## config.mk

```make
export PLATFORM = sky130hd
export DESIGN_NAME = vga_clock_digits_flat
export DESIGN_NICKNAME = d
export VERILOG_FILES = /design/src/rtl/vga_clock_digits_pkg.sv /design/src/rtl/vga_clock_digits_if.sv /design/src/rtl/vga_clock_digits_seg7_glyph.sv /design/src/rtl/vga_clock_digits.sv /design/src/flat_wrapper.sv
export SDC_FILE = /design/constraint.sdc
export NUM_CORES = 1
export LEC_CHECK = 0
export CAP_MARGIN = 20
export CORE_ASPECT_RATIO = 1.2
export CORE_MARGIN = 4
export CORE_UTILIZATION = 54
export CTS_BUF_LIST = sky130_fd_sc_hd__clkbuf_16
export CTS_CLUSTER_SIZE = 24
export DETAILED_ROUTE_END_ITERATION = 16
export PLACE_DENSITY = 0.76
export SKIP_CTS_REPAIR_TIMING = 1
export SLEW_MARGIN = 30
export SYNTH_ARGS = -nofsm -noshare
export SYNTH_HDL_FRONTEND = slang
export SYNTH_SLANG_ARGS = --single-unit
```

## constraint.sdc

```tcl
create_clock -name CLK -period 2.2 [get_ports CLK]
set_input_delay 0.44 -clock CLK [delete_from_list [all_inputs] [get_ports CLK]]
set_output_delay 0.44 -clock CLK [all_outputs]
set_load 0.05 [all_outputs]
```

## src/rtl/vga_clock_digits_pkg.sv

```systemverilog
`timescale 1ns/1ps
// Shared constants and helpers for the seven-segment clock renderer:
// segment bit indices, BCD glyph table, colour levels and screen bounds.
package vga_clock_digits_pkg;

  localparam int SEG_A = 0;
  localparam int SEG_B = 1;
  localparam int SEG_C = 2;
  localparam int SEG_D = 3;
  localparam int SEG_E = 4;
  localparam int SEG_F = 5;
  localparam int SEG_G = 6;

  localparam logic [3:0] COLOUR_ON  = 4'hF;
  localparam logic [3:0] COLOUR_OFF = 4'h0;

  localparam int H_ACTIVE = 640;
  localparam int V_ACTIVE = 480;

  // All coordinate arithmetic is done at this width.
  localparam int CW = 11;

  // Segment mask, bit0..6 = a..g; codes 10-15 draw nothing.
  function automatic logic [6:0] bcd_to_seg(input logic [3:0] bcd);
    logic [6:0] seg;
    case (bcd)
      4'd0:    seg = 7'h3F;
      4'd1:    seg = 7'h06;
      4'd2:    seg = 7'h5B;
      4'd3:    seg = 7'h4F;
      4'd4:    seg = 7'h66;
      4'd5:    seg = 7'h6D;
      4'd6:    seg = 7'h7D;
      4'd7:    seg = 7'h07;
      4'd8:    seg = 7'h7F;
      4'd9:    seg = 7'h67;
      default: seg = 7'h00;
    endcase
    return seg;
  endfunction

  // Left edge of the digit drawn in screen column col (0 = leftmost).
  function automatic int digit_left(input int col, input int x0, input int pitch,
                                    input int group, input int gap);
    return x0 + col * pitch + (col / group) * gap;
  endfunction

endpackage

```

## src/rtl/vga_clock_digits_if.sv

```systemverilog
`timescale 1ns/1ps
// Pixel-stream bundle between the timing source and the digit renderer.
interface vga_clock_digits_if #(parameter int N_DIGITS = 6);

  logic                    i_pix_stb;
  logic [9:0]              i_x;
  logic [8:0]              i_y;
  logic [4*N_DIGITS-1:0]   i_bcd;
  logic [N_DIGITS-1:0]     i_blank;
  logic [N_DIGITS-1:0]     i_hit;
  logic                    i_hs;
  logic                    i_vs;
  logic [3:0]              o_r;
  logic [3:0]              o_g;
  logic [3:0]              o_b;
  logic                    o_hs;
  logic                    o_vs;

  modport master (
    output i_pix_stb, i_x, i_y, i_bcd, i_blank, i_hit, i_hs, i_vs,
    input  o_r, o_g, o_b, o_hs, o_vs
  );

  modport slave (
    input  i_pix_stb, i_x, i_y, i_bcd, i_blank, i_hit, i_hs, i_vs,
    output o_r, o_g, o_b, o_hs, o_vs
  );

endinterface

```

## src/rtl/vga_clock_digits_seg7_glyph.sv

```systemverilog
`timescale 1ns/1ps
// Combinational seven-segment hit test: is local pixel (u,v) on a lit segment?
// The caller guarantees (u,v) lies inside the digit box.
module seg7_glyph
  import vga_clock_digits_pkg::*;
#(
  parameter int SEG_W   = 15,
  parameter int SEG_LEN = 28
) (
  input  logic [CW-1:0] u_i,
  input  logic [CW-1:0] v_i,
  input  logic [6:0]    seg_i,
  output logic          lit_o
);

  localparam logic [CW-1:0] W      = CW'(SEG_W);
  localparam logic [CW-1:0] DW     = CW'(2 * SEG_W + SEG_LEN);
  localparam logic [CW-1:0] RIGHT  = CW'(SEG_W + SEG_LEN);
  localparam logic [CW-1:0] MID_LO = CW'(SEG_W + SEG_LEN);
  localparam logic [CW-1:0] MID_HI = CW'(2 * SEG_W + SEG_LEN);
  localparam logic [CW-1:0] BOT    = CW'(2 * SEG_W + 2 * SEG_LEN);

  logic [6:0] hit;

  always_comb begin
    hit        = '0;
    hit[SEG_A] = (u_i < DW) && (v_i < W);
    hit[SEG_B] = (u_i >= RIGHT) && (v_i < MID_HI);
    hit[SEG_C] = (u_i >= RIGHT) && (v_i >= MID_LO);
    hit[SEG_D] = (u_i < DW) && (v_i >= BOT);
    hit[SEG_E] = (u_i < W) && (v_i >= MID_LO);
    hit[SEG_F] = (u_i < W) && (v_i < MID_HI);
    hit[SEG_G] = (u_i < DW) && (v_i >= MID_LO) && (v_i < MID_HI);
    lit_o      = |(hit & seg_i);
  end

endmodule

```

## src/rtl/vga_clock_digits.sv

```systemverilog
`timescale 1ns/1ps
// Seven-segment clock renderer on a 640x480 pixel stream: double-buffered digits,
// blinking colons, per-digit red hit flash, two-strobe registered pixel pipeline.
module vga_clock_digits
  import vga_clock_digits_pkg::*;
#(
  parameter int N_DIGITS     = 6,
  parameter int GROUP        = 2,
  parameter int X0           = 53,
  parameter int Y0           = 180,
  parameter int SEG_W        = 15,
  parameter int SEG_LEN      = 28,
  parameter int DIGIT_PITCH  = 69,
  parameter int COLON_GAP    = 28,
  parameter int FLASH_FRAMES = 30,
  parameter int BLINK_FRAMES = 30
) (
  input  logic               CLK,
  input  logic               RST_BTN,
  vga_clock_digits_if.slave  bus
);

  localparam int DW         = 2 * SEG_W + SEG_LEN;
  localparam int DH         = 3 * SEG_W + 2 * SEG_LEN;
  localparam int N_GROUPS   = (N_DIGITS + GROUP - 1) / GROUP;
  localparam int N_COLONS   = N_GROUPS - 1;
  localparam int N_DOT_BITS = (N_COLONS > 0) ? N_COLONS : 1;
  localparam int RIGHT_EDGE = digit_left(N_DIGITS - 1, X0, DIGIT_PITCH, GROUP, COLON_GAP) + DW;
  // Dot sits centred in the gap between the last digit of one group and the first of the next.
  localparam int DOT_OFS    = DW + (DIGIT_PITCH + COLON_GAP - DW - SEG_W) / 2;
  localparam int DOT_UP_Y   = Y0 + SEG_W + SEG_LEN / 2;
  localparam int DOT_LO_Y   = Y0 + 2 * SEG_W + SEG_LEN + SEG_LEN / 2;
  localparam logic [7:0] FLASH_LOAD = 8'(FLASH_FRAMES);
  localparam logic [7:0] BLINK_LAST = 8'((BLINK_FRAMES > 0) ? BLINK_FRAMES - 1 : 0);

  if (RIGHT_EDGE > H_ACTIVE || Y0 + DH > V_ACTIVE || DIGIT_PITCH < DW ||
      FLASH_FRAMES < 1 || FLASH_FRAMES > 255 || BLINK_FRAMES > 255) begin : g_bad_params
    $error("vga_clock_digits: digit boxes leave the screen or counter ranges invalid");
  end

  logic [CW-1:0] x_ext, y_ext;
  logic          frame_start, in_rows;

  assign x_ext       = {1'b0, bus.i_x};
  assign y_ext       = {2'b00, bus.i_y};
  assign frame_start = bus.i_pix_stb && (bus.i_x == '0) && (bus.i_y == '0);
  assign in_rows     = (y_ext >= CW'(Y0)) && (y_ext < CW'(Y0 + DH));

  logic [4*N_DIGITS-1:0] shadow_bcd_q, shadow_bcd_d;
  logic [N_DIGITS-1:0]   shadow_blank_q, shadow_blank_d;
  logic [7:0]            flash_cnt_q [N_DIGITS];
  logic [7:0]            flash_cnt_d [N_DIGITS];
  logic [N_DIGITS-1:0]   flash_nz;
  logic [7:0]            blink_cnt_q, blink_cnt_d;
  logic                  colon_on_q, colon_on_d;

  logic [N_DIGITS-1:0]          box_d;
  logic [N_DIGITS-1:0][CW-1:0]  u_d;
  logic [N_DIGITS-1:0][6:0]     seg_d;
  logic [CW-1:0]                v_d;
  logic [N_DOT_BITS-1:0]        dot_hit;
  logic                         colon_d;

  logic [N_DIGITS-1:0]          s1_box_q;
  logic [N_DIGITS-1:0][CW-1:0]  s1_u_q;
  logic [CW-1:0]                s1_v_q;
  logic [N_DIGITS-1:0][6:0]     s1_seg_q;
  logic [N_DIGITS-1:0]          s1_flash_q;
  logic                         s1_colon_q;
  logic [1:0]                   hs_q, vs_q;

  logic [N_DIGITS-1:0] glyph_lit, digit_lit;
  logic                red_on, green_on;
  logic [3:0]          r_q, r_d, g_q, g_d;

  assign shadow_bcd_d   = frame_start ? bus.i_bcd   : shadow_bcd_q;
  assign shadow_blank_d = frame_start ? bus.i_blank : shadow_blank_q;

  // A hit on the same clock as frame_start reloads rather than decrements.
  always_comb begin
    for (int k = 0; k < N_DIGITS; k++) begin
      flash_nz[k]    = (flash_cnt_q[k] != 8'd0);
      flash_cnt_d[k] = flash_cnt_q[k];
      if (bus.i_hit[k]) begin
        flash_cnt_d[k] = FLASH_LOAD;
      end else if (frame_start && flash_nz[k]) begin
        flash_cnt_d[k] = flash_cnt_q[k] - 8'd1;
      end
    end
  end

  always_comb begin
    blink_cnt_d = blink_cnt_q;
    colon_on_d  = colon_on_q;
    if (BLINK_FRAMES != 0 && frame_start) begin
      if (blink_cnt_q == BLINK_LAST) begin
        blink_cnt_d = 8'd0;
        colon_on_d  = ~colon_on_q;
      end else begin
        blink_cnt_d = blink_cnt_q + 8'd1;
      end
    end
  end

  for (genvar k = 0; k < N_DIGITS; k++) begin : g_digit
    localparam int LEFT = digit_left(N_DIGITS - 1 - k, X0, DIGIT_PITCH, GROUP, COLON_GAP);
    assign box_d[k] = in_rows && (x_ext >= CW'(LEFT)) && (x_ext < CW'(LEFT + DW));
    assign u_d[k]   = x_ext - CW'(LEFT);
    assign seg_d[k] = shadow_blank_q[k] ? 7'd0 : bcd_to_seg(shadow_bcd_q[4*k +: 4]);

    seg7_glyph #(.SEG_W(SEG_W), .SEG_LEN(SEG_LEN)) u_glyph (
      .u_i   (s1_u_q[k]),
      .v_i   (s1_v_q),
      .seg_i (s1_seg_q[k]),
      .lit_o (glyph_lit[k])
    );
  end

  if (N_COLONS > 0) begin : g_colons
    for (genvar c = 0; c < N_COLONS; c++) begin : g_colon
      localparam int DOT_X =
        digit_left(GROUP * (c + 1) - 1, X0, DIGIT_PITCH, GROUP, COLON_GAP) + DOT_OFS;
      assign dot_hit[c] = (x_ext >= CW'(DOT_X)) && (x_ext < CW'(DOT_X + SEG_W)) &&
                          (((y_ext >= CW'(DOT_UP_Y)) && (y_ext < CW'(DOT_UP_Y + SEG_W))) ||
                           ((y_ext >= CW'(DOT_LO_Y)) && (y_ext < CW'(DOT_LO_Y + SEG_W))));
    end
  end else begin : g_no_colon
    assign dot_hit = '0;
  end

  assign v_d     = y_ext - CW'(Y0);
  assign colon_d = colon_on_q && (|dot_hit);

  assign digit_lit = s1_box_q & glyph_lit;
  assign red_on    = |(digit_lit & s1_flash_q);
  assign green_on  = (|digit_lit) || s1_colon_q;
  assign r_d       = red_on ? COLOUR_ON : COLOUR_OFF;
  assign g_d       = (!red_on && green_on) ? COLOUR_ON : COLOUR_OFF;

  always_ff @(posedge CLK or negedge RST_BTN) begin
    if (!RST_BTN) begin
      shadow_bcd_q   <= '0;
      shadow_blank_q <= '1;
      for (int k = 0; k < N_DIGITS; k++) flash_cnt_q[k] <= 8'd0;
      blink_cnt_q    <= 8'd0;
      colon_on_q     <= 1'b1;
      s1_box_q       <= '0;
      s1_u_q         <= '0;
      s1_v_q         <= '0;
      s1_seg_q       <= '0;
      s1_flash_q     <= '0;
      s1_colon_q     <= 1'b0;
      hs_q           <= '0;
      vs_q           <= '0;
      r_q            <= '0;
      g_q            <= '0;
    end else begin
      shadow_bcd_q   <= shadow_bcd_d;
      shadow_blank_q <= shadow_blank_d;
      for (int k = 0; k < N_DIGITS; k++) flash_cnt_q[k] <= flash_cnt_d[k];
      blink_cnt_q    <= blink_cnt_d;
      colon_on_q     <= colon_on_d;
      if (bus.i_pix_stb) begin
        s1_box_q   <= box_d;
        s1_u_q     <= u_d;
        s1_v_q     <= v_d;
        s1_seg_q   <= seg_d;
        s1_flash_q <= flash_nz;
        s1_colon_q <= colon_d;
        hs_q       <= {hs_q[0], bus.i_hs};
        vs_q       <= {vs_q[0], bus.i_vs};
        r_q        <= r_d;
        g_q        <= g_d;
      end
    end
  end

  assign bus.o_r  = r_q;
  assign bus.o_g  = g_q;
  assign bus.o_b  = COLOUR_OFF;
  assign bus.o_hs = hs_q[1];
  assign bus.o_vs = vs_q[1];

endmodule

```

## src/flat_wrapper.sv

```systemverilog
// flat-port wrapper written by rule: the top's interface ports become plain ports
module vga_clock_digits_flat import vga_clock_digits_pkg::*;
#(
  parameter int N_DIGITS     = 6,
  parameter int GROUP        = 2,
  parameter int X0           = 53,
  parameter int Y0           = 180,
  parameter int SEG_W        = 15,
  parameter int SEG_LEN      = 28,
  parameter int DIGIT_PITCH  = 69,
  parameter int COLON_GAP    = 28,
  parameter int FLASH_FRAMES = 30,
  parameter int BLINK_FRAMES = 30
)
  (CLK, RST_BTN, bus_i_pix_stb, bus_i_x, bus_i_y, bus_i_bcd, bus_i_blank, bus_i_hit, bus_i_hs, bus_i_vs, bus_o_r, bus_o_g, bus_o_b, bus_o_hs, bus_o_vs);
  vga_clock_digits_if #(.N_DIGITS(N_DIGITS)) bus_i ();
  input  logic CLK;
  input  logic RST_BTN;
  input wire logic [$bits(bus_i.i_pix_stb)-1:0] bus_i_pix_stb;
  input wire logic [$bits(bus_i.i_x)-1:0] bus_i_x;
  input wire logic [$bits(bus_i.i_y)-1:0] bus_i_y;
  input wire logic [$bits(bus_i.i_bcd)-1:0] bus_i_bcd;
  input wire logic [$bits(bus_i.i_blank)-1:0] bus_i_blank;
  input wire logic [$bits(bus_i.i_hit)-1:0] bus_i_hit;
  input wire logic [$bits(bus_i.i_hs)-1:0] bus_i_hs;
  input wire logic [$bits(bus_i.i_vs)-1:0] bus_i_vs;
  output wire logic [$bits(bus_i.o_r)-1:0] bus_o_r;
  output wire logic [$bits(bus_i.o_g)-1:0] bus_o_g;
  output wire logic [$bits(bus_i.o_b)-1:0] bus_o_b;
  output wire logic [$bits(bus_i.o_hs)-1:0] bus_o_hs;
  output wire logic [$bits(bus_i.o_vs)-1:0] bus_o_vs;
  assign bus_i.i_pix_stb = bus_i_pix_stb;
  assign bus_i.i_x = bus_i_x;
  assign bus_i.i_y = bus_i_y;
  assign bus_i.i_bcd = bus_i_bcd;
  assign bus_i.i_blank = bus_i_blank;
  assign bus_i.i_hit = bus_i_hit;
  assign bus_i.i_hs = bus_i_hs;
  assign bus_i.i_vs = bus_i_vs;
  assign bus_o_r = bus_i.o_r;
  assign bus_o_g = bus_i.o_g;
  assign bus_o_b = bus_i.o_b;
  assign bus_o_hs = bus_i.o_hs;
  assign bus_o_vs = bus_i.o_vs;
  vga_clock_digits #(.N_DIGITS(N_DIGITS), .GROUP(GROUP), .X0(X0), .Y0(Y0), .SEG_W(SEG_W), .SEG_LEN(SEG_LEN), .DIGIT_PITCH(DIGIT_PITCH), .COLON_GAP(COLON_GAP), .FLASH_FRAMES(FLASH_FRAMES), .BLINK_FRAMES(BLINK_FRAMES)) u_core (.CLK(CLK), .RST_BTN(RST_BTN), .bus(bus_i));
endmodule
```

==> impl_metrics.tcl <==
set metrics [dict create \
    cts_buffers 23 \
    clk_pin_slew_worst_paths_ns 0.06 \
    overflow 0 \
    start_util_pct 55.0 \
    wire_per_inst_um 17.1 \
    io_pins 74 \
    grt_pass1_vias 9723 \
    fin_ws_ns -0.212 \
    die_area_sq_um 24500 \
    rsz0062_at_grt "yes" \
    seqPwrFrac_pct 45.6 \
    violations "negative setup slack" \
    startpoint_type "input pin" \
    power_switching_mw 2.42 \
    viasPerCell 5.68 \
    ys_ff_latch 218 \
    synth-xor-area-share_pct 5.58 \
    drive_gt1_share_pct 22.5 \
    cts_buffer_depth 3 \
    grt_use_met2_pct 39.1 \
    vias 9716 \
    hold_viol 0 \
    yosys_warnings 0 \
    intPower_mw 7.12 \
    dr.pass1.iters 5 \
    root_buffer "clkbuf_16" \
    dp.cells 1654 \
    yosys.area.top_type_share_pct 44.3 \
    top_usage_layer "met2" \
    die_h_um 171 \
    setup_viol 11 \
    synth_async_sr_flop_share_pct 100 \
    synth-compound-area-share_pct 16.5 \
    clock_skew_ns 0.00770 \
    synth.largest_area_cell "dfrtp_1" \
    grt_max_degree 66 \
    core_sq_um 21700 \
    ant_nets 0 \
    endpoint_kind "register" \
    critPathKind "in -> reg" \
    grt_use_met1_pct 31.3 \
    final_nets 1548 \
    drt_iter0_drc 782 \
    relSlewSlack_pct 50.6 \
    synth_top_family_by_area "compound AO/OA/AOI/OAI gates" \
    slowest_stage "or4_4" \
    grt_use_met3_pct 3.89 \
    cts_tree "built" \
    status "complete, but fails checks" \
    ir_drop_uv 673 \
    synthMuxAreaShare_pct 4.69 \
    synthTopCellsByArea "dfrtp_1 (44%), ha_1 (7.0%), xnor2_1 (4.0%), nor2_1 (3.8%), mux2_2 (3.7%)" \
    area_growth_pct 27.7 \
    dpl.hpwl_um 20400 \
    whs_ns 0.336 \
    num_rows 59 \
    maxCapViolations 0 \
    dieWidth_um 144 \
    fin_cells 1712 \
    mostFrequentLayoutCell "dfrtp_1" \
    avgSynthCellArea_sq_um 9.68 \
    cts.sinks 218 \
    most-common-layout-cells "dfrtp_1 (208), buf_4 (142), nor2_1 (113), nand2_1 (104), a21oi_1 (71)" \
    diodes 0 \
    netlist_area_sq_um 11900 \
    post-route-period-util_pct 110 \
    routed_wl_um 29300 \
    clock_latency_ns 0.51 \
    synth-edff-count 0 \
    ys.flop_type "dfrtp_1" \
    grt.total_usage_pct 23.4 \
    cellLeakagePower_nw 6.91 \
    crit_fanout 4 \
    finalCriticalPeriod_ns 2.41 \
    yosysSeqAreaShare_pct 45.8 \
    syn-instance-count 1232 \
    fillers 1577 \
    drc 0 \
    cpPeakStageDelay_ns 0.63 \
    io_buffers 69 \
    min_path_type "in -> reg" \
    switching_share_pct 25.3 \
    fmax_ghz 0.415 \
    arrival_ns 2.80 \
    tightest_slew_ns 0.741 \
    synthAdderAreaFrac_pct 7.03 \
    p_clk_share_pct 41.7 \
    grt_pass1_wl_um 47100 \
    yosys.area_share.simple_pct 16.2 \
    synth_cell_types 66 \
    globalplace.congestion 0.948 \
    crit_path_frequent_cell "nand2_2" \
    pwr-share-comb_pct 12.7 \
    drv_slew 0 \
    power_density_nw_per_um2 626 \
    cp_cell_sequence "buf_6, buf_8, inv_16, ha_4, nor4bb_4, nand2_2, or4_4, nor2_4, nand2_2, or2_4, o21a_1, or3_1" \
    htree_levels 1 \
    antenna_found_initial 0 \
    finalSetupTns_ns -0.933 \
    required_ns 2.59 \
]
cells in the mapped netlist (all sizes together) (17+ instances only):
library cell  number
a22oi             23
nand3             17
or3               17
xnor2             54
nor2             121
mux2              39
ha                67
nor3              37
inv               60
o21ai             68
buf               22
dfrtp            211
clkbuf            39
o2bb2ai           39
nand2b            28
xor2              22
nand2            113
a21oi             74
worst max-delay path, delay by kind of cell:
family / cells / cell delay (ns)
adder cells (fa/ha/maj): 1 / 0.11
AO/OA/AOI/OAI: 1 / 0.18
buffers and inverters: 3 / 0.27
AND/OR/NAND/NOR: 7 / 1.79
routing by layer:
metal  share of wire, %  vias to the layer above
met5                  0                        -
met4                2.7                        0
met3                5.7                       61
met2                 49                      298
met1                 43                     4673
li1                   -                     4684
cell type report:
type	count	area (sq um)	area share [%]
sequential	218	5470	35.9
tap	274	343	2.25
multi-input combinational	894	6410	42.1
clock buffer	23	576	3.78
clock inverter	19	195	1.28
inverter	62	256	1.68
timing repair buffer	222	1980	13.0
metrics by stage:
step / cell area (sq um) / worst slack, ns / util, % / power (mW)
floorplan: 12000 / -0.312 / - / 4.97
global placement: 13900 / -0.929 / 64.0 / 5.51
detailed placement: 13900 / -1.07 / 64.0 / 5.54
CTS: 14700 / -0.525 / 67.6 / 9.53
global route: 15200 / -0.274 / 70.2 / 9.90
finish: 15200 / -0.212 / 70.2 / 9.54
flip-flops by register name, indices dropped and copies added (netlist names), 2 cells and up:
name / cells
u_core.blink_cnt_q: 8
u_core.flash_cnt_q: 48
u_core.hs_q: 2
u_core.s1_box_q: 6
u_core.s1_flash_q: 6
u_core.s1_seg_q: 42
u_core.s1_u_q: 60
u_core.s1_v_q: 10
u_core.shadow_bcd_q: 24
u_core.shadow_blank_q: 6
u_core.vs_q: 2
final timing paths:
| kind | startpoint | endpoint | slack (ns) | cells past startpoint |
|---|---|---|---|---|
| worst max-delay path | bus_i_y[2] | u_core.flash_cnt_q[44] | -0.21 | 12 |
| worst min-delay path | bus_i_y[1] | u_core.s1_v_q[1] | 0.34 | 3 |
| worst max register to register | u_core.s1_v_q[5] | u_core.bus.o_r[2] | -0.08 | 10 |
| worst min register to register | u_core.shadow_blank_q[0] | u_core.shadow_blank_q[0] | 0.46 | 2 |
| max in group asynchronous | RST_BTN | u_core.shadow_blank_q[3] | 1.10 | 3 |
| min in group asynchronous | RST_BTN | u_core.shadow_bcd_q[1] | 0.43 | 2 |
cell families (layout without fill, tap and decap cells):
group / after synthesis / after routing
fa+ha+maj: 67 / 67
xor+xnor: 76 / 76
buf+inv: 123 / 326
other cells: 1 / 4
simple gates: 399 / 399
compound gates: 297 / 297
mux: 51 / 51
flops: 218 / 218
power by group through the flow:
stage	Combinational, mW	Sequential, mW	Clock [mW]
after CTS	1.16	4.33	4.04
after floorplan	0.581	4.38	0
after global placement	1.12	4.39	0
after global routing	1.31	4.37	4.21
final	1.21	4.35	3.98
after detailed placement	1.14	4.40	0
(Power assumes the default switching activity.)
